===== src/rtl/ctrl_pipe_pkg.sv =====
// Shared types for the RV32I(M) decode/control pipeline.
// Holds the opcode/funct3 encodings, datapath mux selects, the multiply/divide
// kind tag and the packed control word carried down the post-ID stages.
package ctrl_pipe_pkg;

   typedef enum logic [6:0] {
      op_lui   = 7'b0110111,
      op_auipc = 7'b0010111,
      op_jal   = 7'b1101111,
      op_jalr  = 7'b1100111,
      op_br    = 7'b1100011,
      op_load  = 7'b0000011,
      op_store = 7'b0100011,
      op_imm   = 7'b0010011,
      op_reg   = 7'b0110011
   } rv32i_opcode_t;

   typedef enum logic [2:0] {
      beq  = 3'b000,
      bne  = 3'b001,
      blt  = 3'b100,
      bge  = 3'b101,
      bltu = 3'b110,
      bgeu = 3'b111
   } branch_funct3_t;

   typedef enum logic [2:0] {
      lb  = 3'b000,
      lh  = 3'b001,
      lw  = 3'b010,
      lbu = 3'b100,
      lhu = 3'b101
   } load_funct3_t;

   typedef enum logic [2:0] {
      add_f3  = 3'b000,
      sll_f3  = 3'b001,
      slt_f3  = 3'b010,
      sltu_f3 = 3'b011,
      axor_f3 = 3'b100,
      sr_f3   = 3'b101,
      aor_f3  = 3'b110,
      aand_f3 = 3'b111
   } arith_funct3_t;

   typedef enum logic [2:0] {
      mul    = 3'b000,
      mulh   = 3'b001,
      mulhsu = 3'b010,
      mulhu  = 3'b011,
      div    = 3'b100,
      divu   = 3'b101,
      rem    = 3'b110,
      remu   = 3'b111
   } m_funct3_t;

   typedef enum logic [2:0] {
      alu_add = 3'b000,
      alu_sll = 3'b001,
      alu_sra = 3'b010,
      alu_sub = 3'b011,
      alu_xor = 3'b100,
      alu_srl = 3'b101,
      alu_or  = 3'b110,
      alu_and = 3'b111
   } alu_ops_t;

   typedef enum logic {alu1_rs1, alu1_pc} alumux1_sel_t;

   typedef enum logic [2:0] {
      alu2_i_imm, alu2_u_imm, alu2_b_imm, alu2_s_imm, alu2_j_imm, alu2_rs2
   } alumux2_sel_t;

   typedef enum logic {cmp_rs2, cmp_i_imm} cmpmux_sel_t;

   typedef enum logic [3:0] {
      rf_alu_out, rf_br_en, rf_u_imm, rf_lw, rf_pc_plus4,
      rf_lb, rf_lbu, rf_lh, rf_lhu, rf_muldiv_out
   } regfilemux_sel_t;

   // Jump/branch target base: PC-relative, or rs1-relative for jalr.
   typedef enum logic {tgt_pc_imm, tgt_rs1_imm} targetmux_sel_t;

   typedef enum logic [1:0] {md_none, md_mul, md_div} md_kind_t;

   localparam logic [6:0] FUNCT7_MULDIV = 7'b0000001;

   typedef struct packed {
      logic [6:0]      opcode;
      alu_ops_t        aluop;
      branch_funct3_t  cmpop;
      alumux1_sel_t    alumux1_sel;
      alumux2_sel_t    alumux2_sel;
      cmpmux_sel_t     cmpmux_sel;
      regfilemux_sel_t regfilemux_sel;
      targetmux_sel_t  targetmux_sel;
      logic            load_regfile;
      logic            mem_read;
      logic            mem_write;
      logic            load_pc;
      md_kind_t        md_kind;
      logic [2:0]      funct3;
      logic [6:0]      funct7;
      logic [4:0]      rs1_id;
      logic [4:0]      rs2_id;
      logic [4:0]      rd_id;
   } rv32i_control_word;

endpackage


===== src/rtl/ctrl_pipe_if.sv =====
// Bundle between the ID stage/fetch side (master) and the control pipeline
// (slave).
//   id_valid, id_instr : ID-stage instruction and its valid bit
//   flush, mem_stall   : branch kill of ID, global memory freeze
//   stage_ctrl/valid   : registered control word and valid per post-ID stage
//   stall_fe           : hold PC and IF/ID
//   md_active/md_first : mul/div occupying EX, and its start pulse
interface ctrl_pipe_if
   import ctrl_pipe_pkg::*;
#(
   parameter int unsigned NUM_STAGES = 3
) ();

   logic                                   id_valid;
   logic [31:0]                            id_instr;
   logic                                   flush;
   logic                                   mem_stall;
   rv32i_control_word [NUM_STAGES-1:0]     stage_ctrl;
   logic [NUM_STAGES-1:0]                  stage_valid;
   logic                                   stall_fe;
   logic                                   md_active;
   logic                                   md_first;

   modport master (
      output id_valid, id_instr, flush, mem_stall,
      input  stage_ctrl, stage_valid, stall_fe, md_active, md_first
   );

   modport slave (
      input  id_valid, id_instr, flush, mem_stall,
      output stage_ctrl, stage_valid, stall_fe, md_active, md_first
   );

endinterface


===== src/rtl/ctrl_pipe_decode.sv =====
// Pure combinational ID decode of one RV32I(M) instruction.
//   instr    : instruction word
//   ctrl     : decoded control word (unknown opcode -> bubble with load_pc=1)
//   uses_rs1 : instruction reads rs1
//   uses_rs2 : instruction reads rs2
module ctrl_decode
   import ctrl_pipe_pkg::*;
#(
   parameter bit ENABLE_M = 1'b1
) (
   input  logic [31:0]       instr,
   output rv32i_control_word ctrl,
   output logic              uses_rs1,
   output logic              uses_rs2
);

   logic [2:0] funct3;
   logic [6:0] funct7;

   assign funct3 = instr[14:12];
   assign funct7 = instr[31:25];

   always_comb begin
      ctrl          = '0;
      ctrl.opcode   = instr[6:0];
      ctrl.funct3   = funct3;
      ctrl.funct7   = funct7;
      ctrl.rs1_id   = instr[19:15];
      ctrl.rs2_id   = instr[24:20];
      ctrl.rd_id    = instr[11:7];
      ctrl.load_pc  = 1'b1;
      uses_rs1      = 1'b0;
      uses_rs2      = 1'b0;

      case (instr[6:0])
         op_lui: begin
            ctrl.load_regfile   = 1'b1;
            ctrl.regfilemux_sel = rf_u_imm;
         end
         op_auipc: begin
            ctrl.alumux1_sel    = alu1_pc;
            ctrl.alumux2_sel    = alu2_u_imm;
            ctrl.load_regfile   = 1'b1;
         end
         op_jal: begin
            ctrl.alumux1_sel    = alu1_pc;
            ctrl.alumux2_sel    = alu2_j_imm;
            ctrl.targetmux_sel  = tgt_pc_imm;
            ctrl.regfilemux_sel = rf_pc_plus4;
            ctrl.load_regfile   = 1'b1;
         end
         op_jalr: begin
            uses_rs1            = 1'b1;
            ctrl.alumux2_sel    = alu2_i_imm;
            ctrl.targetmux_sel  = tgt_rs1_imm;
            ctrl.regfilemux_sel = rf_pc_plus4;
            ctrl.load_regfile   = 1'b1;
         end
         op_br: begin
            uses_rs1            = 1'b1;
            uses_rs2            = 1'b1;
            ctrl.cmpop          = branch_funct3_t'(funct3);
            ctrl.alumux1_sel    = alu1_pc;
            ctrl.alumux2_sel    = alu2_b_imm;
            ctrl.targetmux_sel  = tgt_pc_imm;
         end
         op_load: begin
            uses_rs1            = 1'b1;
            ctrl.alumux2_sel    = alu2_i_imm;
            ctrl.mem_read       = 1'b1;
            ctrl.load_regfile   = 1'b1;
            case (funct3)
               lb:      ctrl.regfilemux_sel = rf_lb;
               lh:      ctrl.regfilemux_sel = rf_lh;
               lbu:     ctrl.regfilemux_sel = rf_lbu;
               lhu:     ctrl.regfilemux_sel = rf_lhu;
               default: ctrl.regfilemux_sel = rf_lw;
            endcase
         end
         op_store: begin
            uses_rs1            = 1'b1;
            uses_rs2            = 1'b1;
            ctrl.alumux2_sel    = alu2_s_imm;
            ctrl.mem_write      = 1'b1;
         end
         op_imm: begin
            uses_rs1            = 1'b1;
            ctrl.alumux2_sel    = alu2_i_imm;
            ctrl.load_regfile   = 1'b1;
            case (funct3)
               slt_f3: begin
                  ctrl.cmpop          = blt;
                  ctrl.cmpmux_sel     = cmp_i_imm;
                  ctrl.regfilemux_sel = rf_br_en;
               end
               sltu_f3: begin
                  ctrl.cmpop          = bltu;
                  ctrl.cmpmux_sel     = cmp_i_imm;
                  ctrl.regfilemux_sel = rf_br_en;
               end
               sr_f3:   ctrl.aluop = funct7[5] ? alu_sra : alu_srl;
               default: ctrl.aluop = alu_ops_t'(funct3);
            endcase
         end
         op_reg: begin
            uses_rs1            = 1'b1;
            uses_rs2            = 1'b1;
            ctrl.load_regfile   = 1'b1;
            if (ENABLE_M && funct7 == FUNCT7_MULDIV) begin
               ctrl.regfilemux_sel = rf_muldiv_out;
               ctrl.md_kind        = funct3[2] ? md_div : md_mul;
            end else begin
               ctrl.alumux2_sel = alu2_rs2;
               case (funct3)
                  slt_f3: begin
                     ctrl.cmpop          = blt;
                     ctrl.regfilemux_sel = rf_br_en;
                  end
                  sltu_f3: begin
                     ctrl.cmpop          = bltu;
                     ctrl.regfilemux_sel = rf_br_en;
                  end
                  add_f3:  ctrl.aluop = funct7[5] ? alu_sub : alu_add;
                  sr_f3:   ctrl.aluop = funct7[5] ? alu_sra : alu_srl;
                  default: ctrl.aluop = alu_ops_t'(funct3);
               endcase
            end
         end
         default: ;  // bubble: no enables, PC still advances
      endcase

      if (ctrl.rd_id == 5'd0) begin
         ctrl.load_regfile = 1'b0;
      end
   end

endmodule


===== src/rtl/ctrl_pipe.sv =====
// Control pipeline: decodes the ID instruction and carries its control word
// through NUM_STAGES post-ID registers (0 = EX, NUM_STAGES-1 = WB), resolving
// memory freeze, multi-cycle mul/div EX hold, load-use stall and flush.
//   clk, rst_n : clock, asynchronous active-low reset
//   bus        : ctrl_pipe_if slave (ID inputs, stage outputs, stall/md status)
// bus must be instantiated with the same NUM_STAGES as this module.
module ctrl_pipe
   import ctrl_pipe_pkg::*;
#(
   parameter int unsigned NUM_STAGES = 3,
   parameter bit          ENABLE_M   = 1'b1,
   parameter int unsigned MUL_LAT    = 1,
   parameter int unsigned DIV_LAT    = 33
) (
   input logic        clk,
   input logic        rst_n,
   ctrl_pipe_if.slave bus
);

   localparam logic [6:0] MUL_CNT = 7'(MUL_LAT);
   localparam logic [6:0] DIV_CNT = 7'(DIV_LAT);

   rv32i_control_word                  id_ctrl;
   logic                               uses_rs1;
   logic                               uses_rs2;

   rv32i_control_word [NUM_STAGES-1:0] ctrl_q, ctrl_d;
   logic [NUM_STAGES-1:0]              valid_q, valid_d;
   logic [6:0]                         cnt_q, cnt_d;
   logic                               md_active_q, md_active_d;
   logic                               md_first_q, md_first_d;

   logic                               load_use;
   logic                               hold_ex;
   logic                               md_enter;
   logic [6:0]                         md_lat;
   logic                               stall_fe;

   ctrl_decode #(
      .ENABLE_M (ENABLE_M)
   ) u_decode (
      .instr    (bus.id_instr),
      .ctrl     (id_ctrl),
      .uses_rs1 (uses_rs1),
      .uses_rs2 (uses_rs2)
   );

   assign load_use = valid_q[0] && ctrl_q[0].mem_read && (ctrl_q[0].rd_id != 5'd0) &&
                     ((uses_rs1 && ctrl_q[0].rd_id == id_ctrl.rs1_id) ||
                      (uses_rs2 && ctrl_q[0].rd_id == id_ctrl.rs2_id));

   // Counter value 1 marks the last EX cycle: stage 0 may advance.
   assign hold_ex  = md_active_q && (cnt_q != 7'd1);
   assign md_enter = bus.id_valid && !bus.flush && (id_ctrl.md_kind != md_none);
   assign md_lat   = (id_ctrl.md_kind == md_div) ? DIV_CNT : MUL_CNT;

   always_comb begin
      ctrl_d      = ctrl_q;
      valid_d     = valid_q;
      cnt_d       = cnt_q;
      md_active_d = md_active_q;
      md_first_d  = md_first_q;
      stall_fe    = 1'b0;

      if (bus.mem_stall) begin
         stall_fe = 1'b1;
      end else if (hold_ex) begin
         // EX keeps the mul/div; a bubble drains behind it.
         stall_fe = 1'b1;
         for (int i = 2; i < NUM_STAGES; i++) begin
            ctrl_d[i]  = ctrl_q[i-1];
            valid_d[i] = valid_q[i-1];
         end
         ctrl_d[1]  = '0;
         valid_d[1] = 1'b0;
         cnt_d      = cnt_q - 7'd1;
         md_first_d = 1'b0;
      end else begin
         for (int i = 1; i < NUM_STAGES; i++) begin
            ctrl_d[i]  = ctrl_q[i-1];
            valid_d[i] = valid_q[i-1];
         end
         if (load_use) begin
            stall_fe    = 1'b1;
            ctrl_d[0]   = '0;
            valid_d[0]  = 1'b0;
            cnt_d       = '0;
            md_active_d = 1'b0;
            md_first_d  = 1'b0;
         end else begin
            ctrl_d[0]   = id_ctrl;
            valid_d[0]  = bus.id_valid && !bus.flush;
            md_first_d  = md_enter;
            cnt_d       = md_enter ? md_lat : 7'd0;
            md_active_d = md_enter && (md_lat > 7'd1);
         end
      end
   end

   always_ff @(posedge clk or negedge rst_n) begin
      if (!rst_n) begin
         ctrl_q      <= '0;
         valid_q     <= '0;
         cnt_q       <= '0;
         md_active_q <= 1'b0;
         md_first_q  <= 1'b0;
      end else begin
         ctrl_q      <= ctrl_d;
         valid_q     <= valid_d;
         cnt_q       <= cnt_d;
         md_active_q <= md_active_d;
         md_first_q  <= md_first_d;
      end
   end

   assign bus.stage_ctrl  = ctrl_q;
   assign bus.stage_valid = valid_q;
   assign bus.stall_fe    = stall_fe;
   assign bus.md_active   = md_active_q;
   assign bus.md_first    = md_first_q;

endmodule


===== src/flat_wrapper.sv =====
// flat-port wrapper written by rule: the top's interface ports become plain ports
module ctrl_pipe_flat import ctrl_pipe_pkg::*;
#(
   parameter int unsigned NUM_STAGES = 3,
   parameter bit          ENABLE_M   = 1'b1,
   parameter int unsigned MUL_LAT    = 1,
   parameter int unsigned DIV_LAT    = 33
)
  (clk, rst_n, bus_id_valid, bus_id_instr, bus_flush, bus_mem_stall, bus_stage_ctrl, bus_stage_valid, bus_stall_fe, bus_md_active, bus_md_first);
  ctrl_pipe_if #(.NUM_STAGES(NUM_STAGES)) bus_i ();
  input logic clk;
  input logic rst_n;
  input wire logic [$bits(bus_i.id_valid)-1:0] bus_id_valid;
  input wire logic [$bits(bus_i.id_instr)-1:0] bus_id_instr;
  input wire logic [$bits(bus_i.flush)-1:0] bus_flush;
  input wire logic [$bits(bus_i.mem_stall)-1:0] bus_mem_stall;
  output wire logic [$bits(bus_i.stage_ctrl)-1:0] bus_stage_ctrl;
  output wire logic [$bits(bus_i.stage_valid)-1:0] bus_stage_valid;
  output wire logic [$bits(bus_i.stall_fe)-1:0] bus_stall_fe;
  output wire logic [$bits(bus_i.md_active)-1:0] bus_md_active;
  output wire logic [$bits(bus_i.md_first)-1:0] bus_md_first;
  assign bus_i.id_valid = bus_id_valid;
  assign bus_i.id_instr = bus_id_instr;
  assign bus_i.flush = bus_flush;
  assign bus_i.mem_stall = bus_mem_stall;
  assign bus_stage_ctrl = bus_i.stage_ctrl;
  assign bus_stage_valid = bus_i.stage_valid;
  assign bus_stall_fe = bus_i.stall_fe;
  assign bus_md_active = bus_i.md_active;
  assign bus_md_first = bus_i.md_first;
  ctrl_pipe #(.NUM_STAGES(NUM_STAGES), .ENABLE_M(ENABLE_M), .MUL_LAT(MUL_LAT), .DIV_LAT(DIV_LAT)) u_core (.clk(clk), .rst_n(rst_n), .bus(bus_i));
endmodule

===== config.mk =====
export PLATFORM = sky130hd
export DESIGN_NAME = ctrl_pipe_flat
export DESIGN_NICKNAME = d
export VERILOG_FILES = /design/src/rtl/ctrl_pipe_pkg.sv /design/src/rtl/ctrl_pipe_if.sv /design/src/rtl/ctrl_pipe_decode.sv /design/src/rtl/ctrl_pipe.sv /design/src/flat_wrapper.sv
export SDC_FILE = /design/constraint.sdc
export NUM_CORES = 1
export LEC_CHECK = 0
export CAP_MARGIN = 20
export CORE_ASPECT_RATIO = 0.7
export CORE_MARGIN = 1.5
export CORE_UTILIZATION = 51
export CTS_CLUSTER_SIZE = 12
export DETAILED_ROUTE_END_ITERATION = 8
export PLACE_DENSITY = 0.85
export SLEW_MARGIN = 0
export SYNTH_ARGS = -nofsm -noshare
export SYNTH_HDL_FRONTEND = slang
export SYNTH_SLANG_ARGS = --single-unit

===== constraint.sdc =====
create_clock -name clk -period 4.1 [get_ports clk]
set_clock_uncertainty 0.15 [all_clocks]
set_input_delay 1.025 -clock clk [delete_from_list [all_inputs] [get_ports clk]]
set_output_delay 1.025 -clock clk [all_outputs]
set_load 0.02 [all_outputs]

==> flow_metrics.env, run 1 <==
export IMPL_drtPass1Iterations=7
export IMPL_synthesis_area_sq_um=7091
export IMPL_cts_buffer_depth=2
export IMPL_nets=872
export IMPL_fp_dieW_um=143.9
export IMPL_cp_required_ns=2.92
export IMPL_tightestPinTransition_ns=1.008
export IMPL_yosys_top_cells_area="dfrtp_1 (61%), mux2_2 (8.7%), nand2_1 (7.1%)"
export IMPL_cts_root_buf="clkbuf_16"
export IMPL_track_usage_pct=29.08
export IMPL_dpl_cell_area_sq_um=9383
export IMPL_wirelength_mm=20.54
export IMPL_ys_flop_type="dfrtp_1"
export IMPL_cp_end_kind="primary output"
export IMPL_grt_setup_unrepaired="false"
export IMPL_postRouteAntennaNets=0
export IMPL_ys_seq_area_share_pct=61.41
export IMPL_drc=0
export IMPL_numCtsBuffers=17
export IMPL_ys_ff_latch=174
export IMPL_clk_pin_slew_worst_paths_ns=0.07
export IMPL_cts_htree_levels=4
export IMPL_cts_tree="done"
export IMPL_final_cell_area_sq_um=10020
export IMPL_cts_setup_buffers=0
export IMPL_worst_setup_path_type="primary input to primary output"
export IMPL_peakVddDrop_mv=0.3374
export IMPL_viasPerCell=5.665
export IMPL_first_iter_violations=465
export IMPL_dieArea_sq_um=14630
export IMPL_ys_types=44
export IMPL_synth_top_cell_area_share_pct=61.41
export IMPL_avgSynthCellArea_sq_um=11.27
export IMPL_vias=5841
export IMPL_yosysWarnings=0
export IMPL_outcome="finished clean"
export IMPL_place_congestion=0.9113
export IMPL_grt_remaining_overflow=0
export IMPL_hold_viol=0
export IMPL_postLayoutCoreUtil_pct=74.99
export IMPL_coreArea_sq_um=13360
export IMPL_power_density_nw_per_um2=441.0
export IMPL_final_common_cell="clkdlybuf4s50_1"
export IMPL_crit_arrival_ns=2.71
export IMPL_cts_sinks=174
export IMPL_maxSlewHeadroom_pct=32.80
export IMPL_leakage_nw=4.470
export IMPL_start_kind="primary input"
export IMPL_ios=205
export IMPL_syn_num_nets=668
export IMPL_synth_largest_area_cell="dfrtp_1"
export IMPL_grt_start_max_net_pins=106
export IMPL_hold_buffers=0
export IMPL_areaGrowthSynthToFinish_pct=41.26
export IMPL_initial_core_util_pct=53.09
export IMPL_drt_wirelength_per_cell_um=19.93
export IMPL_grt_pass1_vias=5712
export IMPL_grt_pass1_wl_mm=32.05
export IMPL_fmax_mhz=257.1
export IMPL_hp_class="flip-flop to flip-flop"
export IMPL_netlist_instances=629
export IMPL_hpwl_mm=14.13
export IMPL_die_h_um=101.7
export IMPL_power_mw=4.417
export IMPL_synth_async_reset_ratio_pct=100.0
export IMPL_cp_max_fo=2
export IMPL_mostFrequentLayoutCells="clkdlybuf4s50_1 (201), dfrtp_1 (174), nand2_1 (134)"
export IMPL_drv_cap=0
export IMPL_clk_latency_ns=0.41
export IMPL_antenna_found_initial=0
export IMPL_min_period_ns=3.890
export IMPL_synth_edf_count=0
export IMPL_drive_gt1_share_pct=14.42
export IMPL_diodes=0
export IMPL_rows=35
export IMPL_drv_slew=0
export IMPL_period_share_pct=94.87
export IMPL_setup_viol=0
export IMPL_portBuffers=204
==> path summary, 6_finish.rpt <==
kind                                       startpoint                         end  slack (ns)  cells past startpoint
max in group asynchronous                       rst_n             u_core.cnt_q[1]        2.40                      2
setup reg to reg                      u_core.cnt_q[2]             u_core.cnt_q[0]        1.35                      7
hold reg to reg            u_core.bus.stage_ctrl[111]  u_core.bus.stage_ctrl[111]        0.36                      1
min in group asynchronous                       rst_n  u_core.bus.stage_ctrl[117]        0.49                      1
hold / removal             u_core.bus.stage_ctrl[111]  u_core.bus.stage_ctrl[111]        0.36                      1
setup / recovery                     bus_id_instr[24]                bus_stall_fe        0.21                      8
==> final cells by class <==
class / count / area [sq um]
clock buffers: 17 / 425.4
clock inverters: 15 / 205.2
fillers: 859 / 3341
inverters: 10 / 37.54
multi-input cells: 402 / 2534
flip-flops and latches: 174 / 4354
well taps: 185 / 231.5
repair buffers: 228 / 2228
==> cell families (layout without fill, tap and decap cells) <==
group | count (synthesis) | in the layout | share of synthesized area, %
compound gates | 149 | 149 | 14.10
simple gates | 185 | 185 | 10.94
fa+ha+maj | 2 | 2 | 0.3529
mux | 55 | 55 | 8.735
flops | 174 | 174 | 61.41
buf+inv | 53 | 270 | 3.106
xor+xnor | 11 | 11 | 1.359
==> power by group <==
group | internal [mW] | total [mW] | switching [mW]
clock | 1.03 | 1.72 | 0.693
combinational | 0.356 | 0.744 | 0.388
sequential | 1.84 | 1.95 | 0.109
total | 3.23 | 4.42 | 1.19
==> Yosys cell counts, types with 2 or more instances <==
library cell	n
dfrtp_1	174
nand2_1	134
o21ai_0	74
mux2_2	55
a22o_1	38
clkbuf_1	35
nor2_1	16
a21oi_1	11
inv_1	9
a32o_1	8
xnor2_1	8
nor3_1	7
nand3_1	6
buf_4	5
o31ai_1	5
nand2b_1	3
nor2b_1	3
nor4_1	3
xor2_1	3
and3_1	2
buf_2	2
ha_1	2
nand4_1	2
o21ai_1	2
or2_2	2
or4_1	2
==> timing repair <==
| item | 4_1_cts | 5_1_grt |
|---|---|---|
| gates resized for setup | 2 | 2 |
| setup endpoints to repair | 1 | 1 |
| pin swaps | 1 | 1 |
==> sequential cells by signal, indices dropped and copies added, names as in the netlist <==
signal,flops
u_core.bus.md_active,1
u_core.bus.md_first,1
u_core.bus.stage_ctrl,162
u_core.bus.stage_valid,3
u_core.cnt_q,7
==> worst max-delay path: stages <==
cell,delay [ns]
clkdlybuf4s50_1,0.47
xnor2_2,0.22
nand4_1,0.28
nor3_1,0.20
o21ai_0,0.13
nor2b_4,0.15
inv_2,0.05
clkbuf_2,0.18
==> layer usage <==
metal / global-route usage (%) / vias to the layer above / wire length (um)
met3: 9.031 / 29 / 1945
met5: 0 / - / 0
met2: 44.39 / 312 / 9573
li1: - / 2607 / -
met4: 8.477 / 0 / 308
met1: 40.38 / 2893 / 8717
==> stage by stage <==
stage / std cells / setup WS (ns) / setup TNS, ns / hold WS (ns)
after floorplan: 629 / 0.8196 / 0 / 0.3141
after global placement: 999 / -0.2473 / -0.2473 / 0.3198
after detailed placement: 999 / -0.2615 / -0.2615 / 0.3426
after CTS: 1031 / 0.07291 / 0 / 0.3580
after global routing: 1031 / 0.09322 / 0 / 0.3759
final: 1031 / 0.2104 / 0 / 0.3556
Power figures use the tool's default switching activity.
==> inputs of run 2 (changes only) <==
Settings changed: CORE_ASPECT_RATIO 0.7 to default, CORE_MARGIN 1.5 to default, HOLD_SLACK_MARGIN from default to 0.15.
==> flow_metrics.env, run 2 (synthesized netlist as in run 1, its figures left out) <==
export IMPL_die_h_um=119.9
export IMPL_setup_tns_ns=0
export IMPL_drc=0
export IMPL_wirelength_mm=18.77
export IMPL_antenna_found_initial=0
export IMPL_leakage_nw=4.451
export IMPL_rr_worst_depth=7
export IMPL_worst_r2r_setup_slack_ns=1.40
export IMPL_fmax_mhz=255.2
export IMPL_dieArea_sq_um=14380
export IMPL_cts_root_buf="clkbuf_16"
export IMPL_hp_start="u_core.bus.md_first"
export IMPL_start_kind="primary input"
export IMPL_cp_end_kind="primary output"
export IMPL_reg2reg_to="u_core.cnt_q[0]"
export IMPL_crit_arrival_ns=2.74
export IMPL_grt_pass1_vias=5636
export IMPL_power_density_nw_per_um2=435.0
export IMPL_clk_latency_ns=0.42
export IMPL_grt_remaining_overflow=0
export IMPL_track_usage_pct=27.42
export IMPL_cts_tree="done"
export IMPL_numCtsBuffers=17
export IMPL_worst_path_largest_cell_delay_ns=0.52
export IMPL_grt_setup_unrepaired="false"
export IMPL_whs_ns=0.3513
export IMPL_areaGrowthSynthToFinish_pct=40.66
export IMPL_portBuffers=204
export IMPL_first_iter_violations=443
export IMPL_drive_gt1_share_pct=13.88
export IMPL_hpwl_mm=13.10
export IMPL_slowest_stage="clkdlybuf4s50_1"
export IMPL_worst_setup_path_type="primary input to primary output"
export IMPL_clk_pin_slew_worst_paths_ns=0.06
export IMPL_path_cells="clkdlybuf4s50_1 > xnor2_1 > nand4_1 > nor3_1 > o21ai_0 > nor2b_4 > inv_2 > clkdlybuf4s15_1"
export IMPL_outcome="finished clean"
export IMPL_drt_wirelength_per_cell_um=18.42
export IMPL_peakVddDrop_mv=0.2932
export IMPL_endpoint="bus_stall_fe"
export IMPL_cp_required_ns=2.92
export IMPL_period_share_pct=95.57
export IMPL_maxSlewHeadroom_pct=32.68
export IMPL_grt_pass1_wl_mm=30.14
export IMPL_timing_rr_start="u_core.cnt_q[2]"
export IMPL_postRouteAntennaNets=0
export IMPL_rows=42
export IMPL_nets=870
export IMPL_hold_buffers=0
export IMPL_setup_viol=0
export IMPL_vias=5681
export IMPL_final_common_cell="clkdlybuf4s50_1"
export IMPL_fp_dieW_um=119.9
export IMPL_diodes=0
export IMPL_hold_viol=0
export IMPL_initial_core_util_pct=52.91
export IMPL_critPathLaunch="bus_id_instr[24]"
export IMPL_mostFrequentLayoutCells="clkdlybuf4s50_1 (201), dfrtp_1 (174), nand2_1 (134)"
export IMPL_ios=205
export IMPL_largest_register_ffs=162
export IMPL_viasPerCell=5.575
export IMPL_coreArea_sq_um=13400
export IMPL_cts_sinks=174
export IMPL_drv_slew=0
export IMPL_cts_buffer_depth=2
export IMPL_drtPass1Iterations=5
export IMPL_hp_class="flip-flop to flip-flop"
export IMPL_place_congestion=0.8739
export IMPL_grt_start_max_net_pins=108
export IMPL_min_period_ns=3.918
export IMPL_tightestPinTransition_ns=1.010
export IMPL_cts_htree_levels=4
export IMPL_drv_cap=0
export IMPL_cp_max_fo=2
run 2: cell types whose count changed in the layout (fill, tap and decap cells not counted):
cell and delta:
clkbuf_2 -1, clkbuf_8 +4, xnor2_2 -1, bufinv_16 -1
inv_6 -5, clkdlybuf4s15_1 +1, clkinv_2 +1, xnor2_1 +1
buf_4 -2
run 2: cell type report:
class,instances,area [sq um]
Clock buffer,21,480.5
Clock inverter,10,136.4
Timing Repair Buffer,226,2218
Multi-Input combinational cell,402,2526
Sequential cell,174,4354
Fill cell,907,3427
Inverter,10,37.54
Tap cell,176,220.2
run 2: worst min path at each step:
stage / end / slack [ns] / cells past startpoint
after floorplan: u_core.cnt_q[4] / 0.31 / 2
after global placement: u_core.cnt_q[4] / 0.33 / 2
after detailed placement: u_core.bus.md_first / 0.33 / 2
after CTS: u_core.bus.md_first / 0.35 / 2
after global routing: u_core.bus.stage_ctrl[159] / 0.37 / 1
final: u_core.bus.md_first / 0.35 / 2
run 2: stage by stage:
| step | util, % | cells | total power, mW | setup WS, ns | instance area, sq um |
|---|---|---|---|---|---|
| after floorplan | - | 629 | 2.292 | 0.8196 | 7091 |
| after global placement | 69.82 | 988 | 2.681 | -0.1246 | 9356 |
| after detailed placement | 69.82 | 988 | 2.706 | -0.1163 | 9356 |
| after CTS | 74.42 | 1019 | 4.368 | 0.1482 | 9972 |
| after global routing | 74.43 | 1019 | 4.492 | 0.01703 | 9973 |
| final | 74.43 | 1019 | 4.338 | 0.1818 | 9973 |
run 2: metal layers:
layer	GRT usage, %	wire length [um]	vias to the layer above
met5	0	0	-
met4	10.08	443	0
met3	6.464	1181	35
met2	44.47	9400	234
met1	35.96	7739	2817
li1	-	-	2595
run 2: worst max-delay path: cells and delay by family:
family	cells	cell delay [ns]
buffers and inverters	3	0.88
AND/OR/NAND/NOR	3	0.56
AO/OA/AOI/OAI	1	0.12
XOR/XNOR	1	0.16
run 2: where the power goes:
part           switching, mW  total [mW]  internal [mW]
combinational          0.379       0.732          0.354
sequential            0.0974        1.94           1.84
clock                  0.648        1.67           1.02
run 2: repair_timing:
action | in CTS | in global routing
gates cloned | 0 | 0
setup endpoints to repair | 1 | 1
resized for setup | 1 | 1
buffers inserted | 0 | 0
